### src/rtl/counter_pkg.sv
// Shared definitions for the 8-bit parallel-load counter and its sequencing controller.
package counter_pkg;

   localparam int CNT_WIDTH = 8;

   typedef enum logic [1:0] {
      IDLE = 2'd0,
      LOAD = 2'd1,
      RUN  = 2'd2,
      DONE = 2'd3
   } timer_state_t;

endpackage

### src/rtl/counter_timer_ctrl.sv
// Timer sequencer: loads a start value into the downstream counter, reloads it on every
// carry-out, counts elapsed periods and pulses done after the last one.
module counter_timer_ctrl
   import counter_pkg::*;
#(
   parameter int WIDTH = CNT_WIDTH,
   parameter int PER_W = 8
) (
   input  logic             Clk,
   input  logic             Rst_n,
   input  logic             cmd_valid_i,
   output logic             cmd_ready_o,
   input  logic [WIDTH-1:0] cmd_start_i,
   input  logic [PER_W-1:0] cmd_periods_i,
   input  logic             abort_i,
   input  logic [WIDTH-1:0] cnt_q_i,
   input  logic             cnt_cout_i,
   output logic             cnt_load_o,
   output logic [WIDTH-1:0] cnt_data_o,
   output logic             cnt_hold_o,
   output logic             tick_o,
   output logic             done_o,
   output logic             busy_o,
   output logic [PER_W-1:0] remaining_o,
   output logic [1:0]       state_o
);

   // Handshake: a command transfers on any rising edge where cmd_valid_i and cmd_ready_o
   // are both high; ready is only high in IDLE and never depends on cmd_valid_i.

   timer_state_t     state_q, state_d;
   logic [WIDTH-1:0] start_q, start_d;
   logic [PER_W-1:0] remaining_q, remaining_d;
   logic             ready_q, hold_q, busy_q, done_q, load_q;
   logic             abort_act, run_cout;
   logic             unused_cnt;

   // The counter value is status only; nothing in the sequencing depends on it.
   assign unused_cnt = ^cnt_q_i;

   assign abort_act = abort_i & ((state_q == LOAD) | (state_q == RUN));
   assign run_cout  = (state_q == RUN) & cnt_cout_i & ~abort_i;

   always_comb begin
      state_d     = state_q;
      start_d     = start_q;
      remaining_d = remaining_q;
      case (state_q)
         IDLE: begin
            if (cmd_valid_i & ready_q) begin
               start_d     = cmd_start_i;
               remaining_d = cmd_periods_i;
               state_d     = (cmd_periods_i == '0) ? DONE : LOAD;
            end
         end
         LOAD: state_d = RUN;
         RUN: begin
            if (cnt_cout_i) begin
               remaining_d = remaining_q - PER_W'(1);
               if (remaining_q == PER_W'(1)) state_d = DONE;
            end
         end
         DONE:    state_d = IDLE;
         default: state_d = IDLE;
      endcase
      // Abort wins over a coincident carry-out.
      if (abort_act) begin
         state_d     = IDLE;
         remaining_d = '0;
      end
   end

   always_ff @(posedge Clk or negedge Rst_n) begin
      if (!Rst_n) begin
         state_q     <= IDLE;
         start_q     <= '0;
         remaining_q <= '0;
         ready_q     <= 1'b1;
         hold_q      <= 1'b1;
         busy_q      <= 1'b0;
         done_q      <= 1'b0;
         load_q      <= 1'b0;
      end else begin
         state_q     <= state_d;
         start_q     <= start_d;
         remaining_q <= remaining_d;
         ready_q     <= (state_d == IDLE);
         hold_q      <= (state_d == IDLE) | (state_d == DONE);
         busy_q      <= (state_d == LOAD) | (state_d == RUN);
         done_q      <= (state_d == DONE);
         load_q      <= (state_d == LOAD);
      end
   end

   // Reloading on carry-out makes the counter restart at S instead of wrapping to 0.
   assign cnt_load_o  = (load_q & ~abort_i) | run_cout;
   assign tick_o      = run_cout;
   assign cnt_data_o  = start_q;
   assign cnt_hold_o  = hold_q;
   assign cmd_ready_o = ready_q;
   assign busy_o      = busy_q;
   assign done_o      = done_q;
   assign remaining_o = remaining_q;
   assign state_o     = state_q;

endmodule

### config.mk
export PLATFORM = sky130hd
export DESIGN_NAME = counter_timer_ctrl
export DESIGN_NICKNAME = d
export VERILOG_FILES = /design/src/rtl/counter_pkg.sv /design/src/rtl/counter_timer_ctrl.sv
export SDC_FILE = /design/constraint.sdc
export NUM_CORES = 1
export LEC_CHECK = 0
export CORE_MARGIN = 5
export CORE_UTILIZATION = 45
export CTS_CLUSTER_DIAMETER = 50
export CTS_CLUSTER_SIZE = 30
export DETAILED_ROUTE_END_ITERATION = 10
export HOLD_SLACK_MARGIN = 0.08
export PLACE_DENSITY = 0.9
export SLEW_MARGIN = 5
export SYNTH_ARGS = -nofsm -noshare
export SYNTH_HDL_FRONTEND = slang
export SYNTH_SLANG_ARGS = --single-unit
### constraint.sdc
create_clock -name Clk -period 5.6 [get_ports Clk]
set_input_delay 0.56 -clock Clk [delete_from_list [all_inputs] [get_ports Clk]]
set_output_delay 0.56 -clock Clk [all_outputs]
set_load 0.1 [all_outputs]
==> parameters.txt, run 1 <==
Parameter                              Value

Final layout
  Area growth from synthesis to final layout ... 39.0%
  Utilization of the core after routing ... 0.636
  Total of fill cells in the finished design ... 222
  Post-layout nets ... 196
  Antenna fix cells ... 0
  Proportion of layout cells with a drive suffix above 1 ... 0.126

GRT
  Number of antenna violations at the first check in global routing ... 0
  Via count of the first global-routing pass ... 1124
  Largest net degree at the start of global routing ... 24
  Total routing usage reported by global routing ... 0.163
  Residual overflow from global routing ... 0
  Wire length of the first global-routing pass ... 5.16 mm

CTS
  Root Buffer ... clkbuf_4
  Number of clock sinks ... 23
  Number of gates given a new drive strength after cts ... 0
  Num CTS Buffers ... 3
  Clk buf depth ... 2
  Hold-fix buffer count after cts ... 0
  H-Tree Depth ... 1
  Clk_lat worst skew ... 320 ps
  Number of setup buffers added after CTS ... 0
  Clock slew at reported path FFs ... 120 ps
  CTS tree ... done

Timing
  Final Hold Slack ... 517 ps
  Slew @ Worst Pin ... 1030 ps
  Minimum clock period ... 3500 ps
  Fin crit share ... 0.625
  Number of pins with negative max-slew slack in the final report ... 0
  Final setup skew ... 1.72 ps
  Max transition margin ... 0.313
  Setup repair after global routing missed its margin ... false
  Hold Fails Final Rpt ... 0
  Final setup violation count ... 0
  Fmax achieved ... 286 MHz
  Setup TNS Final ... 0 ps
  Post-route worst setup slack ... 2100 ps

Worst setup path
  CP Max Fanout ... 22
  Terminus of the critical flop-to-flop path ... remaining_o[0]$_DFFE_PN0P_
  Kind of launch point of the worst setup path ... flop
  Critical path required time ... 5040 ps
  Depth of the most critical reg-to-reg path ... 6
  Type of the setup path with the least slack ... flop to output port
  Endpoint class of the critical path ... output port
  CP startpoint ... state_o[0]$_DFF_PN0_
  R2R Setup Slk ... 3230 ps
  RR Startpoint ... state_o[0]$_DFF_PN0_
  Worst Path Arrival ... 2940 ps

Synth
  Leading post-synthesis cells by cell area ... dfrtp_1 43%, mux2_2 7.3%, ha_1 7.1%
  Average instance area after synthesis ... 10.6 um^2
  Synth area leader ... dfrtp_1
  Top cell types by occurrence after synthesis ... 21 x dfrtp_1, 12 x inv_1, 12 x nand2_1, 8 x mux2_2, 7 x ha_1
  Area fraction of the dominant cell type after synthesis ... 0.427
  Syn_nets ... 152
  EDFF count, synth ... 0
  Post-synthesis instance area ... 0.00123 mm^2
  Fraction of the yosys area taken by sequential cells ... 0.470
  FFs w/ async S/R, synth ... 1.00
  Count of unique library cells instantiated by Yosys ... 35
  Mapped Cells ... 116
  Post-synthesis register bit count ... 23
  Main synth FF type ... dfrtp_1
  Syn. warnings ... 0
  Most numerous cell in the Yosys netlist ... dfrtp_1

Hold path
  Worst min-delay path class ... flop to flop
  Cell depth of the worst hold path ... 1
  Start point of the worst hold path ... cnt_data_o[1]$_DFFE_PN0P_
  Worst Hold End ... cnt_data_o[1]$_DFFE_PN0P_

Drt
  Drt first-iter violations ... 35
  First-pass iteration count of the detailed router ... 4
  Drt drc ... 0
  Detail-routed net length per standard cell ... 15.8 um
  Post-detailed-routing wire length ... 3.01 mm
  Total number of vias ... 1080
  Via-to-Cell Ratio ... 5.68
  Remaining number of nets flagged by the antenna check after routing ... 0

Placement
  HPWL after DPL ... 2.34 mm
  Final GP Congestion ... 0.841
  Place WS ... 2450 ps
  Number of port buffers ... 44

Die
  Die area ... 0.00388 mm^2
  Core region area ... 0.00269 mm^2
  Floorplan die width ... 62.3 um
  Effective utilization at floorplan ... 0.458
  Row Count ... 19
  Die Span Y ... 62.3 um
  Top Ports ... 53

Flow run
  Reported max-cap violation count ... 0

Outcome
  Outcome ... completed
state kept, by name, indices dropped and copies added, names as in the netlist:
name	flops
remaining_o	8
busy_o	1
done_o	1
load_q	1
state_o	2
cnt_data_o	8
cmd_ready_o	1
cnt_hold_o	1
stage by stage:
stage	std cells	cell area, um^2
2_1_floorplan	116	1230
3_3_place_gp	186	1680
3_5_place_dp	186	1680
4_1_cts	190	1710
5_1_grt	190	1710
6_report	190	1710
area by class of cell:
class	count	area, um^2	share of cell area
inverter	12	45.0	0.0264
multi-input combinational	76	581	0.340
tap	31	38.8	0.0227
sequential	23	578	0.338
clock buffer	4	26.3	0.0154
timing repair buffer	44	440	0.258
critical path, cell delays in order (launching register included):
cell and delay [ps]:
dfrtp_1 440, inv_1 110, ha_1 630, nand2_1 190, nor2_1 130, clkdlybuf4s50_1 1140
layout by cell type, fill, tap and decap left out, types with 2 or more instances in the layout:
cell type / Yosys / final
o22ai_1: 2 / 2
a32o_1: 3 / 3
nand2_1: 12 / 12
nand3_1: 3 / 3
clkbuf_4: 0 / 3
nor4_1: 2 / 2
nand2b_1: 2 / 2
dfrtp_1: 21 / 21
clkdlybuf4s50_1: 0 / 44
dfstp_2: 2 / 2
and2_1: 2 / 2
o32ai_1: 2 / 2
ha_1: 7 / 7
o41ai_1: 2 / 2
inv_1: 12 / 12
mux2_2: 8 / 8
mux2i_1: 2 / 2
a21oi_1: 5 / 5
nor2_1: 6 / 6
a211oi_1: 3 / 3
cell families after synthesis:
| kind of cell | synth area share |
|---|---|
| fa+ha+maj | 0.0712 |
| mux | 0.0895 |
| compound gates | 0.183 |
| flops | 0.470 |
| buf+inv | 0.0580 |
| simple gates | 0.128 |
routing by layer:
layer / track usage / vias up / routed length, um
li1: - / 499 / -
met1: 0.169 / 525 / 1130
met2: 0.278 / 49 / 1470
met3: 0.0793 / 7 / 344
met4: 0.0663 / 0 / 53
met5: 0 / - / 0
worst max path at each step:
stage                            end  slack [ps]  cells past startpoint
after global placement        tick_o        2510                      5
after global routing          tick_o        1940                      5
after floorplan           cnt_load_o        1810                      5
after CTS                     tick_o        2080                      5
final                         tick_o        2100                      5
after detailed placement      tick_o        2450                      5
Power of run 1 is left out: the tool's default activity adds up to more than one toggle a clock period on the data nets, which glitch-free logic cannot reach.
==> run 2, diff against run 1 <==
CORE_UTILIZATION = 42   (was 45)
PLACE_DENSITY = 0.85   (was 0.9)
clock period = 3.3 ns   (was 5.6 ns; I/O delays follow)
==> run 2 against run 1 <==
Effect of this change: first-iteration DRC count up 34%; worst setup slack worse by 1300 ps; non-clock buffer count unchanged; clock-buffer cell count did not move; core utilization down 2.3 points; critical path depth unchanged; design area is 0.15% lower; final cell count did not move; via count is 4.4% lower; flip-flop and latch count unchanged; sequential share of layout area hardly changed; die area up 6.0%.
==> parameters.txt, run 2 (synthesis results as in run 1) <==
Parameter                              Value

Drt
  First-pass iteration count of the detailed router ... 4
  Drt drc ... 0
  Post-detailed-routing wire length ... 2.87 mm
  Via-to-Cell Ratio ... 5.44
  Detail-routed net length per standard cell ... 15.1 um
  Total number of vias ... 1033
  Remaining number of nets flagged by the antenna check after routing ... 0
  Drt first-iter violations ... 47

Timing
  Hold Fails Final Rpt ... 0
  Setup repair after global routing missed its margin ... false
  Final setup skew ... 2.14 ps
  Post-route worst setup slack ... 843 ps
  Fmax achieved ... 407 MHz
  Max transition margin ... 0.336
  Minimum clock period ... 2460 ps
  Setup TNS Final ... 0 ps
  Slew @ Worst Pin ... 993 ps
  Number of pins with negative max-slew slack in the final report ... 0
  Fin crit share ... 0.744
  Final setup violation count ... 0

Worst setup path
  RR Startpoint ... state_o[0]$_DFF_PN0_
  Kind of launch point of the worst setup path ... flop
  Type of the setup path with the least slack ... flop to output port
  Cell type of the slowest stage on the worst timing path ... ha_1
  Worst Path Arrival ... 2130 ps
  Largest stage delay, worst path ... 650 ps
  Terminus of the critical flop-to-flop path ... remaining_o[5]$_DFFE_PN0P_
  R2R Setup Slk ... 890 ps
  CP Max Fanout ... 22
  Critical-path cell list ... inv_1 > ha_1 > nand2_1 > nor2_1 > buf_4
  Critical path required time ... 2970 ps
  Depth of the most critical reg-to-reg path ... 6
  Endpoint class of the critical path ... output port

Final layout
  Area growth from synthesis to final layout ... 38.8%
  Total of fill cells in the finished design ... 235
  Commonest cells after routing, fill and taps aside ... 42 x clkdlybuf4s50_1, 21 x dfrtp_1, 12 x inv_1, 12 x nand2_1, 8 x mux2_2
  Leading cell type in the layout, fill and taps excluded ... clkdlybuf4s50_1
  Post-layout nets ... 196
  Antenna fix cells ... 0
  Utilization of the core after routing ... 0.614
  Proportion of layout cells with a drive suffix above 1 ... 0.145

Hold path
  Start point of the worst hold path ... cnt_data_o[1]$_DFFE_PN0P_
  Worst min-delay path class ... flop to flop
  Cell depth of the worst hold path ... 1
  Worst Hold End ... cnt_data_o[1]$_DFFE_PN0P_

Die
  Die Span Y ... 64.1 um
  Die area ... 0.00411 mm^2
  Effective utilization at floorplan ... 0.442
  Row Count ... 19
  Floorplan die width ... 64.1 um
  Top Ports ... 53
  Core region area ... 0.00278 mm^2

CTS
  Num CTS Buffers ... 3
  Number of clock sinks ... 23
  Clock slew at reported path FFs ... 120 ps
  Hold-fix buffer count after cts ... 0
  Root Buffer ... clkbuf_4
  Number of setup buffers added after CTS ... 0
  Clk_lat worst skew ... 310 ps
  H-Tree Depth ... 1
  Number of gates given a new drive strength after cts ... 0
  Clk buf depth ... 2
  CTS tree ... done

Flow run
  Reported max-cap violation count ... 0

Placement
  Place WS ... 935 ps
  Final GP Congestion ... 0.790
  HPWL after DPL ... 2.27 mm
  Number of port buffers ... 44

GRT
  Residual overflow from global routing ... 0
  Total routing usage reported by global routing ... 0.151
  Via count of the first global-routing pass ... 1131
  Largest net degree at the start of global routing ... 24
  Wire length of the first global-routing pass ... 5.04 mm
  Number of antenna violations at the first check in global routing ... 0

Outcome
  Outcome ... completed
==> run 2: layout make-up <==
cell class / instances / area (um^2) / share of cell area
clock buffers: 4 / 26.3 / 0.0154
inverters: 12 / 45.0 / 0.0264
multi-input cells: 76 / 583 / 0.342
flip-flops and latches: 23 / 578 / 0.339
well taps: 31 / 38.8 / 0.0227
repair buffers: 44 / 435 / 0.255
==> run 2: through the flow <==
stage	hold WS, ps	area [um^2]	cells
after floorplan	34.4	1230	116
after global placement	488	1680	186
after detailed placement	495	1680	186
after CTS	522	1710	190
after global routing	550	1710	190
final	520	1710	190
==> run 2: per-layer routing <==
layer  wire length [um]  vias up  GRT usage
met5                  0        -          0
met4                 31        0     0.0458
met3                315        3     0.0665
met2               1350       36      0.260
met1               1180      491      0.166
li1                   -      503          -
==> run 2: how the worst max path moves through the flow <==
| stage | start | to | slack (ps) | depth (start not counted) |
|---|---|---|---|---|
| floorplan | state_o[1]$_DFF_PN0_ | cnt_load_o | 190 | 5 |
| global placement | state_o[0]$_DFF_PN0_ | remaining_o[7]$_DFFE_PN0P_ | 1010 | 6 |
| detailed placement | state_o[0]$_DFF_PN0_ | remaining_o[7]$_DFFE_PN0P_ | 930 | 6 |
| CTS | state_o[0]$_DFF_PN0_ | tick_o | 860 | 5 |
| global route | state_o[0]$_DFF_PN0_ | remaining_o[3]$_DFFE_PN0P_ | 610 | 6 |
| finish | state_o[0]$_DFF_PN0_ | tick_o | 840 | 5 |
==> run 2: worst max-delay path, delay by kind of cell, from the launching register on <==
family        cells  cell delay [ps]
buf+inv           2              400
flops             1              440
fa+ha+maj         1              650
simple gates      2              320
Power of run 2 is left out for the same reason.
==> run 3, diff against run 2 <==
CORE_UTILIZATION = 38   (was 42)
PLACE_DENSITY = 0.81   (was 0.85)
clock period = 2.1 ns   (was 3.3 ns; I/O delays follow)
==> run 3 against run 2 <==
Effect of this change: die area increased by 8.8%; flip-flop and latch count unchanged; clock-buffer cell count unchanged; routed wire length increased by 4.3%; sequential share of layout area decreased by 0.26 points; worst hold slack got worse by 360 ps.
==> parameters.txt, run 3 (synthesis results as in run 1) <==
Parameter                              Value

Timing
  Setup TNS Final ... 0 ps
  Final Hold Slack ... 159 ps
  Number of pins with negative max-slew slack in the final report ... 0
  Final setup skew ... 1.69 ps
  Minimum clock period ... 2010 ps
  Fmax achieved ... 498 MHz
  Slew @ Worst Pin ... 410 ps
  Hold Fails Final Rpt ... 0
  Fin crit share ... 0.957
  Max transition margin ... 0.724
  Setup repair after global routing missed its margin ... false
  Final setup violation count ... 0

Die
  Floorplan die width ... 66.9 um
  Core region area ... 0.00308 mm^2
  Effective utilization at floorplan ... 0.400
  Row Count ... 20
  Die area ... 0.00447 mm^2
  Die Span Y ... 66.9 um
  Top Ports ... 53

Drt
  Detail-routed net length per standard cell ... 14.4 um
  Via-to-Cell Ratio ... 5.13
  Drt drc ... 0
  Total number of vias ... 1067
  Drt first-iter violations ... 59
  First-pass iteration count of the detailed router ... 4
  Post-detailed-routing wire length ... 3.00 mm
  Remaining number of nets flagged by the antenna check after routing ... 0

Final layout
  Post-layout nets ... 201
  Antenna fix cells ... 0
  FF/Latch Area ... 598 um^2
  Post-route non-filler standard cell count ... 208
  Final instance area ... 0.00178 mm^2
  Area growth from synthesis to final layout ... 44.7%
  Total of fill cells in the finished design ... 261
  Commonest cells after routing, fill and taps aside ... 27 x buf_4, 20 x clkdlybuf4s50_1, 13 x dfrtp_1, 12 x nand2_1, 11 x inv_1
  Leading cell type in the layout, fill and taps excluded ... buf_4
  Multi-input gate area ... 612 um^2
  Proportion of layout cells with a drive suffix above 1 ... 0.378

GRT
  Total routing usage reported by global routing ... 0.140
  Wire length of the first global-routing pass ... 4.81 mm
  Via count of the first global-routing pass ... 1074
  Number of antenna violations at the first check in global routing ... 0
  Residual overflow from global routing ... 0
  Largest net degree at the start of global routing ... 20

CTS
  Num CTS Buffers ... 3
  Number of gates given a new drive strength after cts ... 0
  Clk_lat worst skew ... 300 ps
  Hold-fix buffer count after cts ... 0
  Number of setup buffers added after CTS ... 0
  Root Buffer ... clkbuf_4
  CTS tree ... done
  Clk buf depth ... 2
  Clock slew at reported path FFs ... 120 ps
  Number of clock sinks ... 23
  H-Tree Depth ... 1

Flow run
  Reported max-cap violation count ... 0

Worst setup path
  Kind of launch point of the worst setup path ... flop
  Type of the setup path with the least slack ... flop to output port
  Endpoint class of the critical path ... output port
  Depth of the most critical reg-to-reg path ... 4
  Critical path required time ... 1890 ps
  Worst Path Arrival ... 1800 ps
  CP Max Fanout ... 19

Placement
  HPWL after DPL ... 2.39 mm
  Post-Place Cell Area ... 0.00175 mm^2
  Final GP Congestion ... 0.808
  Number of port buffers ... 44
  Count of placed standard cells including taps ... 204

Hold path
  Worst min-delay path class ... input pin to asynchronous set/reset pin

Outcome
  Outcome ... completed
-- run 3: through the flow --
step           utilization  worst slack [ps]
6_report             0.578              90.0
2_1_floorplan            -             -12.0
3_3_place_gp         0.570               113
5_1_grt              0.578              7.52
3_5_place_dp         0.570              90.1
4_1_cts              0.578              75.6
-- run 3: cell type report --
cell class                 count  share of cell area
clock buffer                   4              0.0148
inverter                      12              0.0253
timing repair buffer          49               0.249
multi-input combinational     76               0.344
tap                           44              0.0309
sequential                    23               0.336
-- run 3: worst paths after layout --
| path | startpoint | endpoint | slack, ps |
|---|---|---|---|
| worst max register to register | remaining_o[2]$_DFFE_PN0P_ | busy_o$_DFF_PN0_ | 140 |
| worst min-delay path | Rst_n | state_o[1]$_DFF_PN0_ | 160 |
| max in group asynchronous | Rst_n | cmd_ready_o$_DFF_PN1_ | 1340 |
| worst min register to register | cnt_data_o[2]$_DFFE_PN0P_ | cnt_data_o[2]$_DFFE_PN0P_ | 520 |
| min in group Clk | cmd_start_i[2] | cnt_data_o[2]$_DFFE_PN0P_ | 510 |
| worst max-delay path | state_o[0]$_DFF_PN0_ | cnt_load_o | 90 |
-- run 3: worst max-delay path: stages (launching register included) --
cell	delay [ps]
dfrtp_4	520
inv_2	70
ha_1	200
buf_4	250
a21oi_1	130
nor2_4	140
buf_12	180
-- run 3: routing by layer --
metal,up-vias,global-route usage,part of all wire
li1,512,-,-
met2,38,0.225,0.46
met5,-,0,0
met3,0,0.0607,0.10
met4,0,0.0304,0
met1,517,0.172,0.43
Power of run 3 is left out for the same reason.
